===== config.mk =====
export PLATFORM = sky130hd
export DESIGN_NAME = data_mem_arbiter
export DESIGN_NICKNAME = d
export VERILOG_FILES = /design/src/rtl/data_mem_arbiter.sv
export SDC_FILE = /design/constraint.sdc
export NUM_CORES = 1
export LEC_CHECK = 0
export ABC_AREA = 1
export BUFFER_PORTS_ARGS = -buffer_cell sky130_fd_sc_hd__buf_2
export CAP_MARGIN = 0
export CORE_AREA = 2 2 119 121
export DETAILED_ROUTE_END_ITERATION = 10
export DIE_AREA = 0 0 121 123
export PLACE_DENSITY = 0.72
export SLEW_MARGIN = 25
export SYNTH_ARGS = -nofsm -noshare
export SYNTH_HDL_FRONTEND = slang
export SYNTH_SLANG_ARGS = --single-unit

===== constraint.sdc =====
create_clock -name clk -period 3.8 [get_ports clk]
set_clock_uncertainty 0.2 [all_clocks]
set_input_delay 0.57 -clock clk [delete_from_list [all_inputs] [get_ports clk]]
set_output_delay 0.57 -clock clk [all_outputs]
set_load 0.005 [all_outputs]

===== src/rtl/data_mem_arbiter.sv =====
// Two-port arbiter for the single data-memory port: pipeline memory stage (A, default
// priority) and loader/debug port (B) with starvation guard, bounded lock bursts and 1-cycle read return.
module data_mem_arbiter #(
    parameter int AW           = 32,
    parameter int DW           = 32,
    parameter int STARVE_LIMIT = 4,
    parameter int MAX_LOCK     = 8
) (
    input  logic          clk,
    input  logic          reset,

    input  logic          a_req,
    input  logic          a_we,
    input  logic [AW-1:0] a_addr,
    input  logic [DW-1:0] a_wdata,
    input  logic [1:0]    a_size,
    output logic          a_gnt,
    output logic [DW-1:0] a_rdata,
    output logic          a_rvalid,

    input  logic          b_req,
    input  logic          b_we,
    input  logic [AW-1:0] b_addr,
    input  logic [DW-1:0] b_wdata,
    input  logic [1:0]    b_size,
    input  logic          b_lock,
    output logic          b_gnt,
    output logic [DW-1:0] b_rdata,
    output logic          b_rvalid,

    output logic [AW-1:0] mem_addr,
    output logic [DW-1:0] mem_writedata,
    output logic          mem_we,
    output logic          mem_re,
    output logic [1:0]    mem_size,
    input  logic [DW-1:0] mem_readdata
);

    localparam int SW      = $clog2(STARVE_LIMIT + 1);
    localparam int LW      = $clog2(MAX_LOCK + 1);
    localparam bit LOCK_EN = (MAX_LOCK > 1);

    typedef enum logic {
        ARB,
        B_LOCKED
    } state_t;

    state_t        state_reg;
    logic [SW-1:0] starve_cnt_reg;
    logic [LW-1:0] lock_cnt_reg;
    logic [LW-1:0] lock_cnt_next;
    logic          pending_reg;
    logic          owner_reg;

    logic [1:0]          port_rvalid;
    logic [1:0][DW-1:0]  port_rdata;

    assign lock_cnt_next = lock_cnt_reg + LW'(1);

    // Grants are combinational so the memory stage sees its stall in the request cycle.
    always_comb begin
        a_gnt = 1'b0;
        b_gnt = 1'b0;
        if (!reset) begin
            if (state_reg == B_LOCKED) begin
                b_gnt = b_req;
            end else if (a_req && b_req) begin
                if (starve_cnt_reg == SW'(STARVE_LIMIT)) begin
                    b_gnt = 1'b1;
                end else begin
                    a_gnt = 1'b1;
                end
            end else begin
                a_gnt = a_req;
                b_gnt = b_req;
            end
        end
    end

    assign mem_addr      = b_gnt ? b_addr  : a_addr;
    assign mem_writedata = b_gnt ? b_wdata : a_wdata;
    assign mem_size      = b_gnt ? b_size  : a_size;
    assign mem_we        = (a_gnt & a_we)  | (b_gnt & b_we);
    assign mem_re        = (a_gnt & ~a_we) | (b_gnt & ~b_we);

    always_ff @(posedge clk) begin
        if (reset) begin
            state_reg      <= ARB;
            starve_cnt_reg <= '0;
            lock_cnt_reg   <= '0;
            pending_reg    <= 1'b0;
            owner_reg      <= 1'b0;
        end else begin
            pending_reg <= mem_re;
            owner_reg   <= b_gnt;

            if (!b_req || b_gnt) begin
                starve_cnt_reg <= '0;
            end else if (starve_cnt_reg != SW'(STARVE_LIMIT)) begin
                starve_cnt_reg <= starve_cnt_reg + SW'(1);
            end

            case (state_reg)
                ARB: begin
                    if (b_gnt && b_lock && LOCK_EN) begin
                        state_reg    <= B_LOCKED;
                        lock_cnt_reg <= LW'(1);
                    end
                end
                B_LOCKED: begin
                    if (!b_req) begin
                        state_reg <= ARB;
                    end else begin
                        lock_cnt_reg <= lock_cnt_next;
                        // A final beat is still granted when the lock drops or the burst cap is hit.
                        if (!b_lock || lock_cnt_next == LW'(MAX_LOCK)) begin
                            state_reg <= ARB;
                        end
                    end
                end
                default: state_reg <= ARB;
            endcase
        end
    end

    // Per-port read return: owner sees memory data directly, others hold their last delivery.
    for (genvar gi = 0; gi < 2; gi++) begin : g_ret
        logic [DW-1:0] rdata_hold_reg;

        assign port_rvalid[gi] = pending_reg && (owner_reg == 1'(gi)) && !reset;
        assign port_rdata[gi]  = port_rvalid[gi] ? mem_readdata : rdata_hold_reg;

        always_ff @(posedge clk) begin
            if (reset) begin
                rdata_hold_reg <= '0;
            end else if (port_rvalid[gi]) begin
                rdata_hold_reg <= mem_readdata;
            end
        end
    end

    assign a_rvalid = port_rvalid[0];
    assign b_rvalid = port_rvalid[1];
    assign a_rdata  = port_rdata[0];
    assign b_rdata  = port_rdata[1];

endmodule


==> impl_metrics.csv <==
group,metric,value,unit
outcome,status,"completed",
synth,ys_warn_count,0,
worst_setup_path,worstSetupPathType,"register to primary output",
synth,yosysMostFrequentCell,"nand2_1",
finish,drive_above_1_share,37.0,%
worst_setup_path,critical_path_required,3.03,ns
synth,yosysTopAreaCell,"dfxtp_1",
floorplanning,initial_utilization,32.6,%
job,drv_cap,0,
synth,synth.top_cells.by_count,"nand2_1 (248), inv_1 (141), dfxtp_1 (74)",
worst_setup_path,slowest_stage,"buf_4",
floorplanning,pin_count,307,
synth,synth_top_family_by_area,"simple AND/OR/NAND/NOR gates",
synth,synth_cell_type_count,29,
grt,grt_pass1_wl,22000,um
placed_design,place_inst,1152,
clock_tree,cts_resized,0,
finish,nets,1157,
drt,drtAntennaViolNets,0,
worst_setup_path,path_cells,"inv_1, ha_1, nand2_1, nand3_2, nand2_2, buf_4, nand2_1, nand2_1, buf_2",
sta,grt_setup_unrepaired,"no",
worst_setup_path,crit_top_cell,"nand2_1",
placed_design,place_area,6010,sq um
synth,synthAdderAreaFrac,0.846,%
clock_tree,clock_sinks,74,
clock_tree,clk_pin_slew,0.05,ns
drt,post_drt_via_cell_ratio,4.34,
sta,hold_slack,0.262,ns
sta,period_needed,3.12,ns
synth,synth_area_leaders,"dfxtp_1 (33%), nand2_1 (21%), inv_1 (12%)",
placed_design,gp_congestion,0.795,
synth,synth_compound_area_share,17.3,%
worst_hold_path,hold_path.class,"register to register",
sta,slew_violations,0,
synth,async_reset_ff_share,0,%
power_and_ir_drop,pwr_density_cell,322,nW/um^2
sta,post-route-period-util,82.2,%
synth,synthSimpleGateAreaFrac,30.8,%
worst_setup_path,critPathMaxStageDelay,0.52,ns
synth,synth_xor_area_share,0.197,%
finish,final_cells,1168,
drt,routed_wl,14900,um
finish,stdcell_area,6270,sq um
grt,grt_usage,18.8,%
worst_setup_path,worstPathMaxFanout,70,
grt,antenna_found_initial,3,
sta,max_freq,320,MHz
placed_design,io_buffers,306,
floorplanning,coreArea,13600,sq um
synth,synth_mux_area_share,0,%
clock_tree,hold_buffers,0,
drt,first_pass_iters,4,
synth,synth-edff-count,0,
synth,avgSynthCellArea,6.35,sq um
clock_tree,clkLatencyLatePin,0.32,ns
clock_tree,postCtsSetupBuffers,0,
drt,vias,5068,
sta,fin_tns_setup,0,ns
synth,syn_inst,699,
grt,grt_pass1_vias,4469,
power_and_ir_drop,power.leakage,3.99,nW
placed_design,dp_hpwl,11600,um
sta,tightest_slew,0.806,ns
synth,syn_nets,873,
finish,n_fill_cell,1427,
floorplanning,die-area,14900,sq um
worst_setup_path,start_kind,"register",
power_and_ir_drop,vdd_drop_max,0.168,mV
drt,route.detailed.drc,0,
worst_setup_path,critPathArrivalTime,2.35,ns
clock_tree,root_buffer,"clkbuf_16",
power_and_ir_drop,power,0.00202,W
sta,finalHoldViolations,0,
floorplanning,die_y,123,um
synth,yosysTopAreaCellShare,33.4,%
synth,ys_seq_elements,74,
clock_tree,cts_inserted_buffers,9,
clock_tree,cts_tree,"yes",
sta,finalSetupViolations,0,
clock_tree,htree_levels,3,
worst_setup_path,crit_path_end_kind,"primary output",
synth,ys.flop_type,"dfxtp_1",
finish,largest_register_ffs,64,
finish,areaGrowthSynthToFinish,41.4,%
synth,seq_area_frac_synth,33.4,%
floorplanning,die_w,121,um
grt,grt_max_degree,71,
drt,first_iter_violations,317,
drt,post_drt_wl_per_cell,12.8,um
synth,syn_area,4440,sq um
sta,relSlewSlack,46.2,%
floorplanning,num_rows,43,
clock_tree,clk_path_buf_depth,2,
grt,grt_remaining_overflow,0,
## where the power goes
group          internal [W]  switching, W  total [W]
logic              0.000205      0.000259   0.000465
registers          0.000803    0.00000792   0.000811
clock network      0.000436      0.000307   0.000744
total               0.00144      0.000575    0.00202
## critical path, delay by kind of cell, from the launching register on
kind	cells	cell delay, ns
buffers and inverters	3	0.72
AND/OR/NAND/NOR	5	0.67
flip-flops	1	0.36
adder cells (fa/ha/maj)	1	0.20
## logic make-up after synthesis
logic type / count (synthesis)
flops: 74
compound gates: 107
fa+ha+maj: 3
xor+xnor: 1
simple gates: 331
buf+inv: 183
## placed cells by master (no fill, tap or decap), types with 2 or more instances in the layout
| cell type | instances |
|---|---|
| buf_2 | 305 |
| nand2_1 | 248 |
| inv_1 | 141 |
| dfxtp_1 | 74 |
| a21oi_1 | 38 |
| nor2_1 | 35 |
| a211oi_2 | 30 |
| o21ai_0 | 29 |
| or2_1 | 24 |
| clkbuf_16 | 9 |
| nand3_1 | 8 |
| o21ai_1 | 7 |
| or2_0 | 5 |
| buf_4 | 5 |
| inv_2 | 3 |
| or2_2 | 3 |
| ha_1 | 3 |
| clkbuf_1 | 3 |
| nor2_2 | 2 |
| nand2_2 | 2 |
| a211oi_1 | 2 |
| clkinv_2 | 2 |
## cell type report
cell class / instances / area (sq um) / share of cell area [%]
inverter: 145 / 544 / 8.68
tap: 180 / 225 / 3.59
multi-input combinational: 442 / 2180 / 34.8
antenna: 1 / 2.50 / 0.0399
clock buffer: 12 / 236 / 3.77
timing repair buffer: 311 / 1580 / 25.3
clock inverter: 3 / 17.5 / 0.279
sequential: 74 / 1480 / 23.6
## path summary, 6_finish.rpt
path                            cells past startpoint                      startpoint  slack, ns                        endpoint
worst max-delay path                                9  starve_cnt_reg[0]$_SDFFE_PP0P_       0.68                    mem_addr[11]
worst min-delay path                                1  starve_cnt_reg[0]$_SDFFE_PP0P_       0.26  starve_cnt_reg[0]$_SDFFE_PP0P_
worst max register to register                      8  starve_cnt_reg[0]$_SDFFE_PP0P_       1.63  starve_cnt_reg[1]$_SDFFE_PP0P_
worst min register to register                      1  starve_cnt_reg[0]$_SDFFE_PP0P_       0.26  starve_cnt_reg[0]$_SDFFE_PP0P_
## stage by stage
step / setup WS (ns) / utilization (%)
global placement: 1.00 / 44.2
CTS: 0.660 / 46.1
finish: 0.678 / 46.1
detailed placement: 0.992 / 44.2
floorplan: 1.68 / -
global route: 0.481 / 46.1
## per-layer routing
layer / part of all wire, % / GRT usage (%) / wire length [um]
met1: 41 / 21.9 / 6090
met2: 49 / 33.2 / 7360
met3: 8.0 / 5.35 / 1190
met4: 1.8 / 5.96 / 270
met5: 0.18 / 0 / 27
No activity file was read; power rests on OpenSTA's default activity.
